<file path="src/rtl/hsid_sq_df_acc.sv">
// Pipelined sum-of-squared-differences accumulator over two-band sample packs.
// Define HSID_SQ_DF_ACC_SATURATE_EN to clamp the accumulator and report overflow.
`ifndef HSID_WORD_WIDTH
`define HSID_WORD_WIDTH 16
`endif
`ifndef HSID_HSP_BANDS_WIDTH
`define HSID_HSP_BANDS_WIDTH 8
`endif
`ifndef HSID_HSP_LIBRARY_WIDTH
`define HSID_HSP_LIBRARY_WIDTH 8
`endif

module hsid_sq_df_acc #(
  parameter int unsigned WORD_WIDTH        = `HSID_WORD_WIDTH,
  parameter int unsigned HSP_BANDS_WIDTH   = `HSID_HSP_BANDS_WIDTH,
  parameter int unsigned HSP_LIBRARY_WIDTH = `HSID_HSP_LIBRARY_WIDTH,
  parameter int unsigned ACC_WIDTH         = 2*WORD_WIDTH+HSP_BANDS_WIDTH
) (
  input  logic                         clk,
  input  logic                         rst_n,
  input  logic                         clear,
  input  logic [HSP_BANDS_WIDTH-1:0]   hsp_bands,
  input  logic                         band_pack_valid,
  input  logic                         band_pack_start,
  input  logic                         band_pack_last,
  input  logic [2*WORD_WIDTH-1:0]      captured_pack,
  input  logic [2*WORD_WIDTH-1:0]      ref_pack,
  output logic                         acc_valid,
  output logic [ACC_WIDTH-1:0]         acc_value,
  output logic [HSP_LIBRARY_WIDTH-1:0] acc_ref_index,
  output logic                         acc_overflow
);

  localparam int unsigned SqW  = 2*WORD_WIDTH;
  localparam int unsigned SumW = 2*WORD_WIDTH+1;
  localparam int unsigned ExtW = ((ACC_WIDTH > SumW) ? ACC_WIDTH : SumW) + 1;

  logic [WORD_WIDTH-1:0] cap0, cap1, ref0, ref1, diff0_d, diff1_d;
  logic                  mask_lane1;

  logic                  s1_valid_q, s1_start_q, s1_last_q;
  logic [WORD_WIDTH-1:0] s1_diff0_q, s1_diff1_q;
  logic                  s2_valid_q, s2_start_q, s2_last_q;
  logic [SqW-1:0]        s2_sq0_q, s2_sq1_q;
  logic                  s3_valid_q, s3_start_q, s3_last_q;
  logic [SumW-1:0]       s3_sum_q;

  logic [ACC_WIDTH-1:0]         acc_q, acc_d, acc_value_q;
  logic                         acc_valid_q;
  logic [HSP_LIBRARY_WIDTH-1:0] ref_index_q;
  logic [ExtW-1:0]              acc_base, acc_total;
  logic                         vec_done;
  logic                         unused_bands;

  assign unused_bands = ^hsp_bands;

  assign cap0 = captured_pack[WORD_WIDTH-1:0];
  assign cap1 = captured_pack[2*WORD_WIDTH-1:WORD_WIDTH];
  assign ref0 = ref_pack[WORD_WIDTH-1:0];
  assign ref1 = ref_pack[2*WORD_WIDTH-1:WORD_WIDTH];

  // An odd band count leaves lane1 of the final pack without a real band.
  assign mask_lane1 = band_pack_last & hsp_bands[0];

  always_comb begin
    diff0_d = (cap0 >= ref0) ? (cap0 - ref0) : (ref0 - cap0);
    diff1_d = (cap1 >= ref1) ? (cap1 - ref1) : (ref1 - cap1);
    if (mask_lane1) begin
      diff1_d = '0;
    end
  end

  assign vec_done = s3_valid_q & s3_last_q;

  // A start pack loads rather than adds, so its base is zero.
  always_comb begin
    acc_base  = s3_start_q ? '0 : ExtW'(acc_q);
    acc_total = acc_base + ExtW'(s3_sum_q);
  end

`ifdef HSID_SQ_DF_ACC_SATURATE_EN
  logic ovf_q, ovf_d, acc_overflow_q, total_hi;

  assign total_hi = |acc_total[ExtW-1:ACC_WIDTH];

  always_comb begin
    acc_d = acc_q;
    ovf_d = ovf_q;
    if (s3_valid_q) begin
      ovf_d = (s3_start_q ? 1'b0 : ovf_q) | total_hi;
      acc_d = total_hi ? '1 : acc_total[ACC_WIDTH-1:0];
    end
  end

  always_ff @(posedge clk or negedge rst_n) begin
    if (!rst_n) begin
      ovf_q          <= 1'b0;
      acc_overflow_q <= 1'b0;
    end else if (clear) begin
      ovf_q          <= 1'b0;
      acc_overflow_q <= 1'b0;
    end else begin
      ovf_q          <= ovf_d;
      acc_overflow_q <= vec_done ? ovf_d : 1'b0;
    end
  end

  assign acc_overflow = acc_overflow_q;
`else
  logic unused_total_hi;

  assign unused_total_hi = ^acc_total[ExtW-1:ACC_WIDTH];

  always_comb begin
    acc_d = acc_q;
    if (s3_valid_q) begin
      acc_d = acc_total[ACC_WIDTH-1:0];
    end
  end

  assign acc_overflow = 1'b0;
`endif

  always_ff @(posedge clk or negedge rst_n) begin
    if (!rst_n) begin
      s1_valid_q  <= 1'b0;
      s1_start_q  <= 1'b0;
      s1_last_q   <= 1'b0;
      s1_diff0_q  <= '0;
      s1_diff1_q  <= '0;
      s2_valid_q  <= 1'b0;
      s2_start_q  <= 1'b0;
      s2_last_q   <= 1'b0;
      s2_sq0_q    <= '0;
      s2_sq1_q    <= '0;
      s3_valid_q  <= 1'b0;
      s3_start_q  <= 1'b0;
      s3_last_q   <= 1'b0;
      s3_sum_q    <= '0;
      acc_q       <= '0;
      acc_valid_q <= 1'b0;
      acc_value_q <= '0;
      ref_index_q <= '0;
    end else if (clear) begin
      s1_valid_q  <= 1'b0;
      s1_start_q  <= 1'b0;
      s1_last_q   <= 1'b0;
      s1_diff0_q  <= '0;
      s1_diff1_q  <= '0;
      s2_valid_q  <= 1'b0;
      s2_start_q  <= 1'b0;
      s2_last_q   <= 1'b0;
      s2_sq0_q    <= '0;
      s2_sq1_q    <= '0;
      s3_valid_q  <= 1'b0;
      s3_start_q  <= 1'b0;
      s3_last_q   <= 1'b0;
      s3_sum_q    <= '0;
      acc_q       <= '0;
      acc_valid_q <= 1'b0;
      acc_value_q <= '0;
      ref_index_q <= '0;
    end else begin
      s1_valid_q  <= band_pack_valid;
      s1_start_q  <= band_pack_valid & band_pack_start;
      s1_last_q   <= band_pack_valid & band_pack_last;
      s1_diff0_q  <= diff0_d;
      s1_diff1_q  <= diff1_d;
      s2_valid_q  <= s1_valid_q;
      s2_start_q  <= s1_start_q;
      s2_last_q   <= s1_last_q;
      s2_sq0_q    <= SqW'(s1_diff0_q) * SqW'(s1_diff0_q);
      s2_sq1_q    <= SqW'(s1_diff1_q) * SqW'(s1_diff1_q);
      s3_valid_q  <= s2_valid_q;
      s3_start_q  <= s2_start_q;
      s3_last_q   <= s2_last_q;
      s3_sum_q    <= SumW'(s2_sq0_q) + SumW'(s2_sq1_q);
      acc_q       <= acc_d;
      acc_valid_q <= vec_done;
      if (vec_done) begin
        acc_value_q <= acc_d;
      end
      // Index advances only after the pulse so it names the vector being reported.
      if (acc_valid_q) begin
        ref_index_q <= ref_index_q + 1'b1;
      end
    end
  end

  assign acc_valid     = acc_valid_q;
  assign acc_value     = acc_value_q;
  assign acc_ref_index = ref_index_q;

endmodule

</file>
<file path="config.mk">
export PLATFORM = sky130hd
export DESIGN_NAME = hsid_sq_df_acc
export DESIGN_NICKNAME = d
export VERILOG_FILES = /design/src/rtl/hsid_sq_df_acc.sv
export SDC_FILE = /design/constraint.sdc
export NUM_CORES = 1
export LEC_CHECK = 0
export ABC_AREA = 1
export BUFFER_PORTS_ARGS = -buffer_cell sky130_fd_sc_hd__buf_2
export CELL_PAD_IN_SITES_DETAIL_PLACEMENT = 1
export CELL_PAD_IN_SITES_GLOBAL_PLACEMENT = 1
export CORE_ASPECT_RATIO = 0.7
export CORE_MARGIN = 5
export CORE_UTILIZATION = 48
export DETAILED_ROUTE_END_ITERATION = 10
export PLACE_DENSITY_LB_ADDON = 0.1
export SETUP_SLACK_MARGIN = 0.3
export SYNTH_ARGS = -nofsm -noshare
export SYNTH_HDL_FRONTEND = slang
export SYNTH_SLANG_ARGS = --single-unit
</file>
<file path="constraint.sdc">
create_clock -name clk -period 6.7 [get_ports clk]
set_input_delay 0.335 -clock clk [delete_from_list [all_inputs] [get_ports clk]]
set_output_delay 0.335 -clock clk [all_outputs]
set_load 0.03 [all_outputs]
</file>
==> impl_metrics.ini <==
[floorplanning]
ioPinCount = 128
dieArea_um2 = 69300
die_w_um = 312
initial_utilization_pct = 48.5
coreArea_um2 = 63300
rows = 77
die_y_um = 222

[clocking]
cts.htree.levels = 1
worstSkewPairLatency_ps = 590
clock-sinks = 225
cts_made_buffers = 27
clkTransAtPathRegs_ps = 60
cts_tree = built
cts-root-buf = clkbuf_16
clk_path_buf_depth = 3

[drt]
drtIter0Drc = 1355
wire_per_inst_um = 17.1
drc = 0
via_count = 26300
vias_per_cell = 5.15
postRouteAntennaNets = 0
drt_pass1_iterations = 6
totalWireLength_mm = 87.7

[synth]
syn_inst = 4205
netlist_area_um2 = 30700
yosysWarnings = 0
syn_nets = 4939
yosysUniqueCellTypes = 53
ys_ff_latch = 225
ys_seq_area_share_pct = 18.3
syn_avg_cell_area_um2 = 7.31

[sta]
max_freq_ghz = 0.165
worst_slew_pin_slew_ps = 964
slew_headroom_pct = 35.7
min_period_ps = 6060
layout_setup_ws_ps = 640
tns_ps = 0
timing.final.crit_share_pct = 90.4
hold_viol_final = 0
slew_violations = 0
rsz0062_at_grt = true
setup_violations = 0
fin_worst_skew_ps = 29.4

[grt]
grt_pass1_vias = 28300
grt_pass1_wl_mm = 148
antenna_found_initial = 2
grt_overflow_total = 0
grt_start_max_net_pins = 85
grt_use_total_pct = 25.7

[setup_path]
cp-end-kind = flop
cp_max_fo = 17
criticalPathCategory = reg -> reg
cp-start-kind = flop
worstPathArrival_ps = 6510
critical_path_required_ps = 7150

[job]
drv_cap = 0

[placement]
post-place-ws_ps = 568
place_congestion = 0.887
dpl-instance-area_um2 = 32100
dp_hpwl_mm = 74.1
numPortBuffers = 119

[finish]
final_common_cell = inv_1
num-fill-cells = 8182
seqCellArea_um2 = 5640
final_net_count = 5002
fin_area_um2 = 33000
final_cell_mix = inv_1, nand2_1, nor2_1
finalCoreUtilization_pct = 52.2
drive_above_1_share_pct = 5.69
syn2layout_area_growth_pct = 7.48
multi_input_area_um2 = 20800

[power_and_ir_drop]
peakVddDrop_mv = 0.286
p_leak_nw = 19.6
power_per_cell_area_nw_per_um2 = 299

[worst_hold_path]
hp-class = in -> reg

[status]
status = completed
## per-stage QoR
stage	total power [mW]	instances	hold WS [ps]
after floorplan	6.42	4205	39.4
after global placement	8.10	5063	354
after detailed placement	8.35	5063	356
after CTS	9.94	5117	112
after global routing	11.0	5117	126
final	9.88	5118	136
## final timing paths
| kind | start | slack [ps] | endpoint | cells past startpoint |
|---|---|---|---|---|
| setup / recovery | s1_diff0_q[11] | 640 | s2_sq0_q[23] | 22 |
| hold / removal | ref_pack[16] | 140 | s1_diff1_q[0] | 3 |
| setup reg to reg | s1_diff0_q[11] | 640 | s2_sq0_q[23] | 22 |
| hold reg to reg | s1_start_q | 470 | s2_start_q | 2 |
| max in group asynchronous | rst_n | 5010 | s3_last_q | 3 |
| min in group asynchronous | rst_n | 280 | acc_q[3] | 2 |
## worst max-delay path: stages (launching register included)
cell	delay, ps
dfrtp_1	810
nand2_1	250
fa_1	550
fa_1	540
inv_1	50
fa_1	490
fa_1	520
fa_1	490
inv_1	50
fa_1	470
inv_1	40
ha_1	360
nand2_1	130
nor2_1	150
nand3_1	80
o211ai_1	380
nand2_1	110
nand2_1	130
nand2_1	70
nand2_1	80
nand2_1	50
nand2_1	60
nor2_1	50
## area by class of cell
| cell class | instances | share of cell area (%) |
|---|---|---|
| antenna | 1 | 0.00758 |
| clock buffer | 33 | 2.20 |
| clock inverter | 16 | 0.508 |
| inverter | 1000 | 11.4 |
| multi-input combinational | 2864 | 63.1 |
| sequential | 225 | 17.1 |
| tap | 829 | 3.14 |
| timing repair buffer | 150 | 2.58 |
## metal layers
| layer | GRT usage [%] | part of all wire, % |
|---|---|---|
| met1 | 37.2 | 49 |
| met2 | 42.8 | 46 |
| met3 | 2.57 | 3.8 |
| met4 | 4.37 | 1.9 |
| met5 | 0 | 0.015 |
## cell families (layout without fill, tap and decap cells)
logic type	Yosys count	count (layout)	share of synthesized area, %
DFF	225	225	18.3
other	1	2	0.0122
xor gates and xnor gates	104	104	2.96
buffers and inverters	1116	1199	13.9
and+or+nand+nor	1519	1519	19.9
AOI/OAI and AO/OA	584	584	10.2
adders and majority gates	656	656	34.8
## synthesized netlist by cell type, drive strengths merged
cell    instances  area [um2]
inv           998        3750
nand2         945        3580
nor2          381        1440
fa            329        6590
ha            327        4090
a21oi         300        1530
dfrtp         225        5630
o21ai         216        1080
nand3         113         603
clkbuf         91         342
xor2           81         709
nor3           33         186
buf            25         165
o21bai         23         173
xnor2          23         201
nand4          18         113
a21o           13        97.6
o21a           11        82.6
nor4           10        62.6
o211ai          8        60.1
or2             8        50.1
nand3b          5        37.5
a21boi          4        30.0
and2            3        18.8
a211oi          2        20.0
a31o            2        17.5
a31oi           2        12.5
and3            2        12.5
clkinv          2        7.51
conb            1        3.75
nand2b          1        6.26
o311ai          1        8.76
o31a            1        8.76
o31ai           1        7.51
## power by group
part           switching, mW  internal (mW)
registers              0.254           1.60
logic                   4.22           2.32
clock network          0.630          0.858
total                   5.11           4.77
## repair_timing
action                                 in CTS  in global routing
endpoints found under the hold margin      85                  0
setup endpoints to repair                   0                  9
gates resized for setup                     0                  8
hold buffers                                5                  0
setup buffers                               0                  0
## flip-flops by register name, summed over array words and instances (netlist names)
name           count
s2_last_q          1
s1_diff0_q        16
s1_valid_q         1
s2_start_q         1
acc_valid          1
s1_start_q         1
s2_valid_q         1
s3_valid_q         1
s3_last_q          1
acc_value         40
s2_sq0_q          31
s1_diff1_q        16
s3_sum_q          33
acc_ref_index      8
acc_q             40
s1_last_q          1
s3_start_q         1
s2_sq1_q          31
Power figures use the tool's default switching activity.
